$ cat config.mk
export PLATFORM = sky130hd
export DESIGN_NAME = mem_port_arbiter
export DESIGN_NICKNAME = d
export VERILOG_FILES = /design/src/rtl/mem_port_arbiter.sv
export SDC_FILE = /design/constraint.sdc
export NUM_CORES = 1
export LEC_CHECK = 0
export ABC_CLOCK_PERIOD_IN_PS = 1600
export CORE_MARGIN = 8
export CORE_UTILIZATION = 34
export DETAILED_ROUTE_END_ITERATION = 8
export PLACE_DENSITY = 0.78
export SYNTH_ARGS = -nofsm -noshare
export SYNTH_HDL_FRONTEND = slang
export SYNTH_SLANG_ARGS = --single-unit
$ cat constraint.sdc
create_clock -name clk -period 1.6 [get_ports clk]
set_input_delay 0.24 -clock clk [delete_from_list [all_inputs] [get_ports clk]]
set_output_delay 0.24 -clock clk [all_outputs]
set_load 0.02 [all_outputs]
$ cat src/rtl/mem_port_arbiter.sv
// Shares one single-port memory between instruction fetch (I) and data (D) with D priority.
// Define MEM_ARB_FAIR_EN to bound consecutive D grants while fetch waits (MAX_D_STREAK).
module mem_port_arbiter #(
   parameter int ADDR_W       = 32,
   parameter int DATA_W       = 32,
   parameter int MAX_D_STREAK = 4
) (
   input  logic                clk,
   input  logic                rst_n,
   input  logic                i_req,
   input  logic [ADDR_W-1:0]   i_addr,
   output logic                i_gnt,
   output logic                i_rvalid,
   output logic [DATA_W-1:0]   i_rdata,
   input  logic                d_req,
   input  logic                d_we,
   input  logic [ADDR_W-1:0]   d_addr,
   input  logic [DATA_W-1:0]   d_wdata,
   input  logic [DATA_W/8-1:0] d_be,
   output logic                d_gnt,
   output logic                d_rvalid,
   output logic [DATA_W-1:0]   d_rdata,
   output logic                m_req,
   output logic                m_we,
   output logic [ADDR_W-1:0]   m_addr,
   output logic [DATA_W-1:0]   m_wdata,
   output logic [DATA_W/8-1:0] m_be,
   input  logic                m_gnt,
   input  logic                m_rvalid,
   input  logic [DATA_W-1:0]   m_rdata
);

   localparam int BE_W = DATA_W / 8;

   typedef enum logic [1:0] {IDLE, ISSUE, WAIT} state_t;

   typedef struct packed {
      logic              we;
      logic [ADDR_W-1:0] addr;
      logic [DATA_W-1:0] wdata;
      logic [BE_W-1:0]   be;
   } mreq_t;

   state_t state, state_nxt;
   mreq_t  req_q, req_win;
   logic   own_d;
   logic   win_d;
   logic   grant_i, grant_d;

`ifdef MEM_ARB_FAIR_EN
   localparam logic [3:0] STREAK_LIM = 4'(MAX_D_STREAK);
   logic [3:0] d_streak;

   // Fetch takes the slot once D has won STREAK_LIM times in a row against it.
   assign win_d = d_req && !(i_req && (d_streak == STREAK_LIM));

   always_ff @(posedge clk or negedge rst_n) begin
      if (!rst_n) begin
         d_streak <= '0;
      end else if (state == IDLE) begin
         if (!i_req || grant_i)
            d_streak <= '0;
         else if (grant_d)
            d_streak <= d_streak + 4'd1;
      end
   end
`else
   logic unused_streak_lim;
   assign unused_streak_lim = ^4'(MAX_D_STREAK);
   assign win_d = d_req;
`endif

   // Grants are combinational; gating with rst_n keeps every output low during reset.
   assign grant_d = rst_n && (state == IDLE) && win_d;
   assign grant_i = rst_n && (state == IDLE) && i_req && !win_d;

   always_comb begin
      req_win = '{we: 1'b0, addr: i_addr, wdata: '0, be: '1};
      if (grant_d)
         req_win = '{we: d_we, addr: d_addr, wdata: d_wdata, be: d_be};
   end

   always_ff @(posedge clk or negedge rst_n) begin
      if (!rst_n) begin
         state <= IDLE;
      end else begin
         state <= state_nxt;
      end
   end

   always_ff @(posedge clk or negedge rst_n) begin
      if (!rst_n) begin
         req_q <= '0;
         own_d <= 1'b0;
      end else if (grant_i || grant_d) begin
         req_q <= req_win;
         own_d <= grant_d;
      end
   end

   always_comb begin
      state_nxt = state;
      i_gnt     = grant_i;
      d_gnt     = grant_d;
      i_rvalid  = 1'b0;
      d_rvalid  = 1'b0;
      i_rdata   = '0;
      d_rdata   = '0;
      m_req     = 1'b0;
      case (state)
         IDLE: begin
            if (grant_i || grant_d)
               state_nxt = ISSUE;
         end
         ISSUE: begin
            m_req = 1'b1;
            if (m_gnt)
               state_nxt = WAIT;
         end
         WAIT: begin
            if (m_rvalid) begin
               state_nxt = IDLE;
               if (own_d) begin
                  d_rvalid = 1'b1;
                  d_rdata  = m_rdata;
               end else begin
                  i_rvalid = 1'b1;
                  i_rdata  = m_rdata;
               end
            end
         end
         default: state_nxt = IDLE;
      endcase
   end

   assign m_we    = req_q.we;
   assign m_addr  = req_q.addr;
   assign m_wdata = req_q.wdata;
   assign m_be    = req_q.be;

endmodule

==> impl_metrics.json, run 1 <==
{
  "dieArea_um2": 13900,
  "ys_ff_latch": 72,
  "leakagePower_nw": 3.68,
  "finalSetupViolCount": 135,
  "hold_viol_final": 0,
  "post_drt_via_cell_ratio": 5.21,
  "violations": "setup timing",
  "clockBufferDepth": 2,
  "synth_warnings": 0,
  "start_kind": "flop",
  "maxCapViolations": 0,
  "r2r_cells": 8,
  "io-pin-count": 277,
  "route.detailed.drc": 0,
  "timing.hold.ws_ps": 130,
  "ant_nets": 0,
  "worstReg2RegEnd": "m_wdata[10]",
  "setup.worst_path.start": "state[0]",
  "first_iter_violations": 187,
  "use_met2": 0.382,
  "wl_um": 16900,
  "setup_slack_ps": -323,
  "placed_cell_area_um2": 6590,
  "required_ps": 1360,
  "top_usage_layer": "met2",
  "numPortBuffers": 276,
  "dr.pass1.iters": 5,
  "ys_types": 24,
  "initial_core_util": 0.346,
  "cp-end-kind": "primary output",
  "min_period_over_period": 1.20,
  "fmax_mhz": 520,
  "internal-power_mw": 6.63,
  "p_per_area_nw_per_um2": 1460,
  "grt_pass1_vias": 4115,
  "synthCells": 319,
  "clock_sinks": 72,
  "p_comb_frac": 0.550,
  "cts_tree": "yes",
  "seq_area_frac_synth": 0.509,
  "syn_area_per_cell_um2": 11.1,
  "synth_area_um2": 3540,
  "die_h_um": 118,
  "cts.htree.levels": 3,
  "clk_pin_slew_ps": 80,
  "worst-path-max-fanout": 16,
  "wire_per_inst_um": 22.3,
  "nFillCells": 738,
  "syn_to_final_growth_pct": 111,
  "clockPowerShare": 0.143,
  "grt_use_met3": 0.0811,
  "path_class": "reg -> out",
  "place_hpwl_um": 11600,
  "numCtsBuffers": 9,
  "slew_headroom": 0.430,
  "min_path_type": "in -> async",
  "globalplace.congestion": 0.786,
  "nets": 753,
  "grt_setup_unrepaired": "yes",
  "arrival_ps": 1680,
  "p_seq_frac": 0.308,
  "grt_max_degree": 70,
  "route.vias.total": 3935,
  "tightest_slew_ps": 855,
  "core_area_um2": 10200,
  "p_sw_mw": 4.27,
  "grt_pass1_wl_um": 24500,
  "use_met1": 0.245,
  "overflow": 0,
  "die_w_um": 118,
  "maxSlewViolCount": 0,
  "skew_ps": 6.95,
  "status": "finished, violations left",
  "ir_drop_uv": 970,
  "stdcell_area_um2": 7470,
  "finalCriticalPeriod_ps": 1920,
  "syn_nets": 458,
  "clock_latency_ps": 340,
  "antenna_found_initial": 1,
  "placementRows": 37,
  "cts_root_buf": "clkbuf_8",
  "drive_gt1_frac": 0.333,
  "track_usage": 0.221,
  "power.total_mw": 10.9,
  "switching_share": 0.392,
  "r2r-start": "state[1]",
  "rrSetupSlack_ps": -160
}
-- worst max-delay path by stage --
stage	endpoint	slack, ps	cells past startpoint
2_1_floorplan	d_rdata[14]	6	3
3_3_place_gp	d_rdata[24]	-560	5
3_5_place_dp	d_rdata[1]	-580	5
4_1_cts	i_rdata[15]	-280	6
5_1_grt	i_rdata[10]	-410	6
6_report	i_rdata[6]	-320	5
-- logic make-up (layout without fill, tap and decap cells) --
kind of cell	after synthesis	count (layout)	synth area share
buffers and inverters	33	333	0.0552
other	0	1	0
AND/OR/NAND/NOR	109	109	0.173
AO/OA/AOI/OAI	105	105	0.262
flip-flops	72	72	0.509
-- final cells by class --
cell class / count / area (µm²) / area share
inverters: 3 / 13.8 / 0.00184
clock buffers: 11 / 131 / 0.0176
clock inverters: 5 / 81.3 / 0.0109
well taps: 136 / 170 / 0.0228
flip-flops and latches: 72 / 1800 / 0.241
diodes: 1 / 2.50 / 0.000335
multi-input cells: 214 / 1760 / 0.235
repair buffers: 314 / 3510 / 0.470
-- what timing repair did --
item	CTS	global route
cloned	4	7
gates resized for setup	456	94
hold buffers	1	0
endpoints found under the hold margin	3	0
pin swaps	1	37
buffers inserted	3	4
endpoints found under the setup margin	119	170
-- flip-flops by register name, indices dropped and copies added, names as in the netlist --
name,count
m_addr,32
m_be,4
m_wdata,32
m_we,1
own_d,1
state,2
-- critical path, cell delays in order (launching register included) --
cell and delay (ps):
dfrtp_1 390, nand2b_4 160, nor3b_4 240, buf_6 210
and2_1 200, buf_6 140
-- power by group through the flow --
stage	Sequential (mW)	Combinational, mW	Clock, mW
3_3_place_gp	3.33	5.72	0
5_1_grt	3.47	6.34	1.69
4_1_cts	3.36	5.80	1.60
3_5_place_dp	3.37	5.82	0
6_report	3.35	5.99	1.55
2_1_floorplan	4.40	1.70	0
-- layer usage --
layer / routed length, µm / vias up
met3: 1370 / 34
met2: 8740 / 210
met4: 454 / 0
li1: - / 1779
met5: 0 / -
met1: 6280 / 1912
-- synthesized netlist by cell type, drive strengths merged --
| library cell | n | area, µm² |
|---|---|---|
| a21o | 1 | 7.51 |
| a22o | 33 | 289 |
| a22oi | 32 | 300 |
| a32oi | 32 | 280 |
| and2 | 64 | 400 |
| and4b | 1 | 10.0 |
| buf | 17 | 135 |
| clkbuf | 13 | 48.8 |
| dfrtp | 72 | 1800 |
| inv | 3 | 11.3 |
| nand2 | 35 | 131 |
| nand2b | 1 | 6.26 |
| nor2 | 3 | 13.8 |
| nor3b | 2 | 25.0 |
| nor4bb | 1 | 10.0 |
| o21ai | 3 | 15.0 |
| o22a | 4 | 35.0 |
| or2b | 1 | 7.51 |
| or3b | 1 | 8.76 |
-- layout by cell type, fill, tap and decap left out, types with 3 or more instances in the layout --
master           count
a22o_1              33
a22oi_1             20
a22oi_2             12
a32oi_1             32
and2_1               4
and2_4              60
buf_12              11
buf_16               3
buf_4               15
buf_6               71
clkbuf_16            6
clkbuf_8             9
clkdlybuf4s50_1    146
dfrtp_1             72
dlygate4sd2_1       29
dlymetal6s2s_1      31
nand2_1             33
o22a_1               4
-- metrics by stage --
step	setup TNS [ps]	setup slack [ps]	utilization	cells
finish	-19320	-323	0.730	756
floorplan	0	6.45	-	319
global placement	-35080	-563	0.644	722
global route	-29450	-414	0.730	756
detailed placement	-35490	-575	0.644	722
CTS	-18520	-282	0.689	746
No activity file was read; power rests on OpenSTA's default activity.
==> run 2: changes to the inputs <==
Settings changed: CORE_AREA set to 2 2 109 111, CORE_MARGIN 8 to unset, CORE_UTILIZATION 34 to unset, DIE_AREA set to 0 0 111 113, PLACE_DENSITY 0.78 to 0.72.
==> run 2 against run 1 <==
Effect of this change:
- die area decreased by 9.9%
- final cell count grew 1.6%
- critical path depth unchanged
- largest cell class unchanged
- utilization fell by 6.4 points
- the run still ends with setup timing left
- critical path type unchanged
- wire length shrank 7.2%
- count of clock-buffer cells in the layout fell by 2
- worst hold slack improved by 10 ps
- fmax rose by 3.8%
- total power is 4.7% higher
- flip-flop and latch count unchanged
- highest routed layer unchanged
==> impl_metrics.json, run 2 (synthesized netlist as in run 1, its figures left out) <==
{
  "core_area_um2": 11300,
  "drive_gt1_frac": 0.325,
  "clockPowerShare": 0.161,
  "ant_nets": 0,
  "cp-end-kind": "primary output",
  "crit_path_frequent_cell": "buf_6",
  "tightest_slew_ps": 651,
  "dr.pass1.iters": 6,
  "switching_share": 0.383,
  "n_antenna_cell": 0,
  "globalplace.congestion": 0.970,
  "placementRows": 39,
  "track_usage": 0.223,
  "leakagePower_nw": 3.47,
  "die_w_um": 111,
  "start_kind": "flop",
  "grt_max_degree": 51,
  "wl_um": 15600,
  "dieArea_um2": 12500,
  "initial_core_util": 0.314,
  "skew_ps": 6.12,
  "grt_pass1_vias": 4019,
  "clockBufferDepth": 2,
  "min_path_type": "in -> async",
  "cts_tree": "yes",
  "min_period_over_period": 1.16,
  "arrival_ps": 1610,
  "maxCapViolations": 0,
  "route.detailed.drc": 0,
  "syn_to_final_growth_pct": 112,
  "finalSetupViolCount": 71,
  "status": "finished, violations left",
  "hold_viol_final": 0,
  "cts.htree.levels": 3,
  "overflow": 0,
  "r2r-start": "state[1]",
  "r2r_cells": 8,
  "final_cell_mix": "clkdlybuf4s50_1 (181), buf_6 (77), dfrtp_1 (71), and2_4 (41)",
  "worstReg2RegEnd": "m_we",
  "p_seq_frac": 0.296,
  "violations": "setup timing",
  "worst-path-max-fanout": 16,
  "clock_latency_ps": 330,
  "die_h_um": 113,
  "p_sw_mw": 4.37,
  "worstPathCellList": "nand2b_4 -> nor3b_4 -> buf_6 -> and2_1 -> buf_6",
  "io-pin-count": 277,
  "antenna_found_initial": 0,
  "p_comb_frac": 0.543,
  "internal-power_mw": 7.05,
  "clk_pin_slew_ps": 60,
  "grt_setup_unrepaired": "yes",
  "finalCriticalPeriod_ps": 1850,
  "first_iter_violations": 201,
  "fmax_mhz": 540,
  "path_class": "reg -> out",
  "cts_root_buf": "clkbuf_16",
  "clock_sinks": 72,
  "p_per_area_nw_per_um2": 1520,
  "power.total_mw": 11.4,
  "finalSetupTns_ps": -12150,
  "slew_headroom": 0.566,
  "numPortBuffers": 276,
  "grt_pass1_wl_um": 21900,
  "maxSlewViolCount": 0,
  "layout.cells.most_common": "clkdlybuf4s50_1",
  "critPathTopFamily": "simple AND/OR/NAND/NOR gates",
  "crit_buf_inv": 2,
  "place_hpwl_um": 10800,
  "post_drt_via_cell_ratio": 5.13,
  "numCtsBuffers": 9,
  "rrSetupSlack_ps": 0,
  "setup_slack_ps": -252,
  "ir_drop_uv": 1030,
  "route.vias.total": 3936,
  "nets": 759,
  "slowest_delay_ps": 390,
  "required_ps": 1360,
  "slowest_stage": "dfrtp_1",
  "wire_per_inst_um": 20.4
}
==> run 2: power groups by stage <==
stage	clock, mW	combinational, mW	sequential [mW]
2_1_floorplan	0	1.70	4.40
3_3_place_gp	0	5.63	3.35
3_5_place_dp	0	5.71	3.37
4_1_cts	1.88	5.77	3.38
5_1_grt	1.97	6.53	3.51
6_report	1.83	6.20	3.38
==> run 2: what timing repair did <==
action	in CTS	in global routing
hold buffers	1	0
gates resized for setup	324	189
setup buffers	4	5
endpoints found under the hold margin	14	0
cloned	1	12
setup endpoints to repair	140	156
pin swaps	6	28
==> run 2: worst register-to-register path: stages (launching register included) <==
cell,delay [ps]
dfrtp_2,440
buf_6,150
nor3b_4,210
buf_4,160
nand2_4,60
inv_6,90
buf_12,140
clkbuf_16,160
a22o_1,140
==> run 2: area by class of cell <==
class / instances / area, µm²
flip-flops and latches: 72 / 1800
well taps: 143 / 179
multi-input cells: 214 / 1740
repair buffers: 320 / 3500
clock buffers: 9 / 225
inverters: 3 / 16.3
clock inverters: 7 / 47.5
fillers: 857 / 3760
==> run 2: routing by layer <==
metal | vias to the layer above | share of wire | GRT usage
met5 | - | 0 | 0
met4 | 0 | 0.028 | 0.0950
met1 | 1916 | 0.36 | 0.245
met3 | 26 | 0.074 | 0.0616
li1 | 1798 | - | -
met2 | 196 | 0.54 | 0.405
==> run 2: how the worst max path moves through the flow <==
stage | startpoint | endpoint | slack, ps | cells past startpoint
after floorplan | state[0] | d_rdata[14] | 6 | 3
after global placement | m_rvalid | i_rdata[18] | -540 | 5
after detailed placement | m_rvalid | i_rdata[18] | -560 | 5
after CTS | state[0] | i_rdata[15] | -230 | 6
after global routing | state[0] | i_rdata[14] | -320 | 5
final | state[0] | i_rdata[14] | -250 | 5
==> run 2: per-stage QoR <==
| stage | std cells | setup slack [ps] | cell area, µm² | hold WS, ps | utilization |
|---|---|---|---|---|---|
| after floorplan | 319 | 6.45 | 3540 | -55.6 | - |
| after global placement | 733 | -536 | 6570 | 352 | 0.583 |
| after detailed placement | 733 | -565 | 6570 | 350 | 0.583 |
| after CTS | 755 | -232 | 6930 | 163 | 0.615 |
| after global routing | 768 | -322 | 7510 | 203 | 0.666 |
| final | 768 | -252 | 7510 | 141 | 0.666 |
==> run 3: changes to the inputs <==
Settings changed: CTS_CLUSTER_SIZE set to 25, REMOVE_ABC_BUFFERS set to 1.
==> run 3 against run 2 <==
Effect of this change:
- the run still ends with setup timing left
- final area up 5.2%
- flip-flop and latch count unchanged
- wire length up 4.3%
- critical path depth up 1
- utilization up 3.5 points
- die area unchanged
- count of clock-buffer cells in the layout up 1
- clock power up 3%
- global-route usage up 0.91 points
- register-to-register slack worse by 240 ps
- worst hold slack better by 110 ps
- critical endpoint is now i_rdata[20]
==> impl_metrics.json, run 3 (synthesized netlist as in run 1, its figures left out) <==
{
  "worstReg2RegEnd": "m_addr[10]",
  "dieArea_um2": 12500,
  "status": "finished, violations left",
  "clock_latency_ps": 330,
  "tightest_slew_ps": 824,
  "placed_cell_area_um2": 6560,
  "p_per_area_nw_per_um2": 1540,
  "grt_pass1_wl_um": 22700,
  "nets": 769,
  "setup.worst_path.start": "state[0]",
  "drive_gt1_frac": 0.362,
  "start_kind": "flop",
  "placementRows": 39,
  "hold_viol_final": 0,
  "clk_pin_slew_ps": 60,
  "io-pin-count": 277,
  "cp-end-kind": "primary output",
  "cts.htree.levels": 3,
  "route.detailed.drc": 0,
  "worst-path-max-fanout": 17,
  "layout.cells.most_common": "clkdlybuf4s50_1",
  "path_class": "reg -> out",
  "wl_um": 16300,
  "maxSlewViolCount": 0,
  "violations": "setup timing",
  "clockBufferDepth": 2,
  "place_hpwl_um": 10000,
  "stdcell_area_um2": 7900,
  "dr.pass1.iters": 4,
  "cts_root_buf": "clkbuf_16",
  "worstPathCellList": "nand2b_4 -> nor3b_4 -> buf_4 -> buf_12 -> and2_1 -> buf_6",
  "die_h_um": 113,
  "first_iter_violations": 162,
  "syn_to_final_growth_pct": 123,
  "grt_max_degree": 63,
  "antenna_found_initial": 1,
  "grt_setup_unrepaired": "yes",
  "rrSetupSlack_ps": -240,
  "final_cell_mix": "clkdlybuf4s50_1 (173), buf_6 (80), dfrtp_1 (70), and2_4 (41)",
  "slowest_delay_ps": 380,
  "cts_tree": "yes",
  "min_path_type": "in -> async",
  "numCtsBuffers": 9,
  "maxCapViolations": 0,
  "initial_core_util": 0.314,
  "numPortBuffers": 276,
  "skew_ps": 9.39,
  "fmax_mhz": 535,
  "setup_slack_ps": -271,
  "arrival_ps": 1630,
  "r2r_cells": 7,
  "slowest_stage": "dfrtp_1",
  "required_ps": 1360,
  "leakagePower_nw": 3.64,
  "slew_headroom": 0.451,
  "finalSetupViolCount": 140,
  "ant_nets": 0,
  "finalCriticalPeriod_ps": 1870,
  "grt_pass1_vias": 4149,
  "die_w_um": 111,
  "min_period_over_period": 1.17,
  "r2r-start": "state[1]",
  "wire_per_inst_um": 20.9,
  "ir_drop_uv": 1320,
  "globalplace.congestion": 0.854,
  "core_area_um2": 11300,
  "track_usage": 0.232,
  "clock_sinks": 72,
  "overflow": 0,
  "post_drt_via_cell_ratio": 5.16,
  "power.total_mw": 12.2,
  "route.vias.total": 4020
}
[run 3: where the power goes]
| part | switching [mW] | total, mW | internal (mW) | leakage [nW] |
|---|---|---|---|---|
| Clock | 0.795 | 1.89 | 1.09 | 0.127 |
| Combinational | 3.14 | 6.82 | 3.68 | 2.64 |
| Sequential | 0.725 | 3.45 | 2.73 | 0.875 |
| Total | 4.66 | 12.2 | 7.50 | 3.64 |
[run 3: what timing repair did]
action / in CTS / in global routing
buffers inserted: 12 / 8
gates resized for setup: 477 / 84
pin swaps: 50 / 33
setup endpoints to repair: 147 / 164
hold buffers: 1 / 0
endpoints found under the hold margin: 10 / 0
cloned: 9 / 12
[run 3: how the worst max path moves through the flow]
stage | to | slack (ps) | cells after the start
floorplan | m_addr[0] | -1610 | 3
global placement | d_rdata[22] | -570 | 5
detailed placement | d_rdata[22] | -600 | 5
CTS | i_rdata[4] | -260 | 6
global route | i_rdata[18] | -360 | 6
finish | i_rdata[20] | -270 | 6
[run 3: through the flow]
stage | utilization | cells | TNS (ps) | hold slack [ps] | setup slack, ps
CTS | 0.663 | 765 | -16970 | 286 | -257
global route | 0.701 | 779 | -32180 | 323 | -362
global placement | 0.582 | 727 | -38120 | 221 | -573
floorplan | - | 289 | -75570 | -55.6 | -1610
finish | 0.701 | 779 | -22940 | 250 | -271
detailed placement | 0.582 | 727 | -41540 | 220 | -595
[run 3: per-layer routing]
metal  routed length, µm  track usage  vias up
met2                8680        0.425      212
met1                6100        0.260     1964
met5                   0            0        -
met3                1090       0.0589       33
met4                 445       0.0892        0
li1                    -            -     1811
[run 3: layout make-up]
| cell class | count | area [µm²] |
|---|---|---|
| diodes | 1 | 2.50 |
| clock buffers | 10 | 239 |
| clock inverters | 6 | 43.8 |
| fillers | 824 | 3380 |
| inverters | 3 | 16.3 |
| multi-input cells | 214 | 1840 |
| flip-flops and latches | 72 | 1800 |
| well taps | 143 | 179 |
| repair buffers | 330 | 3770 |
[run 3: critical path, delay by kind of cell, from the launching register on]
kind	cells	cell delay (ps)
and+or+nand+nor	3	520
buffers and inverters	3	410
DFF	1	380
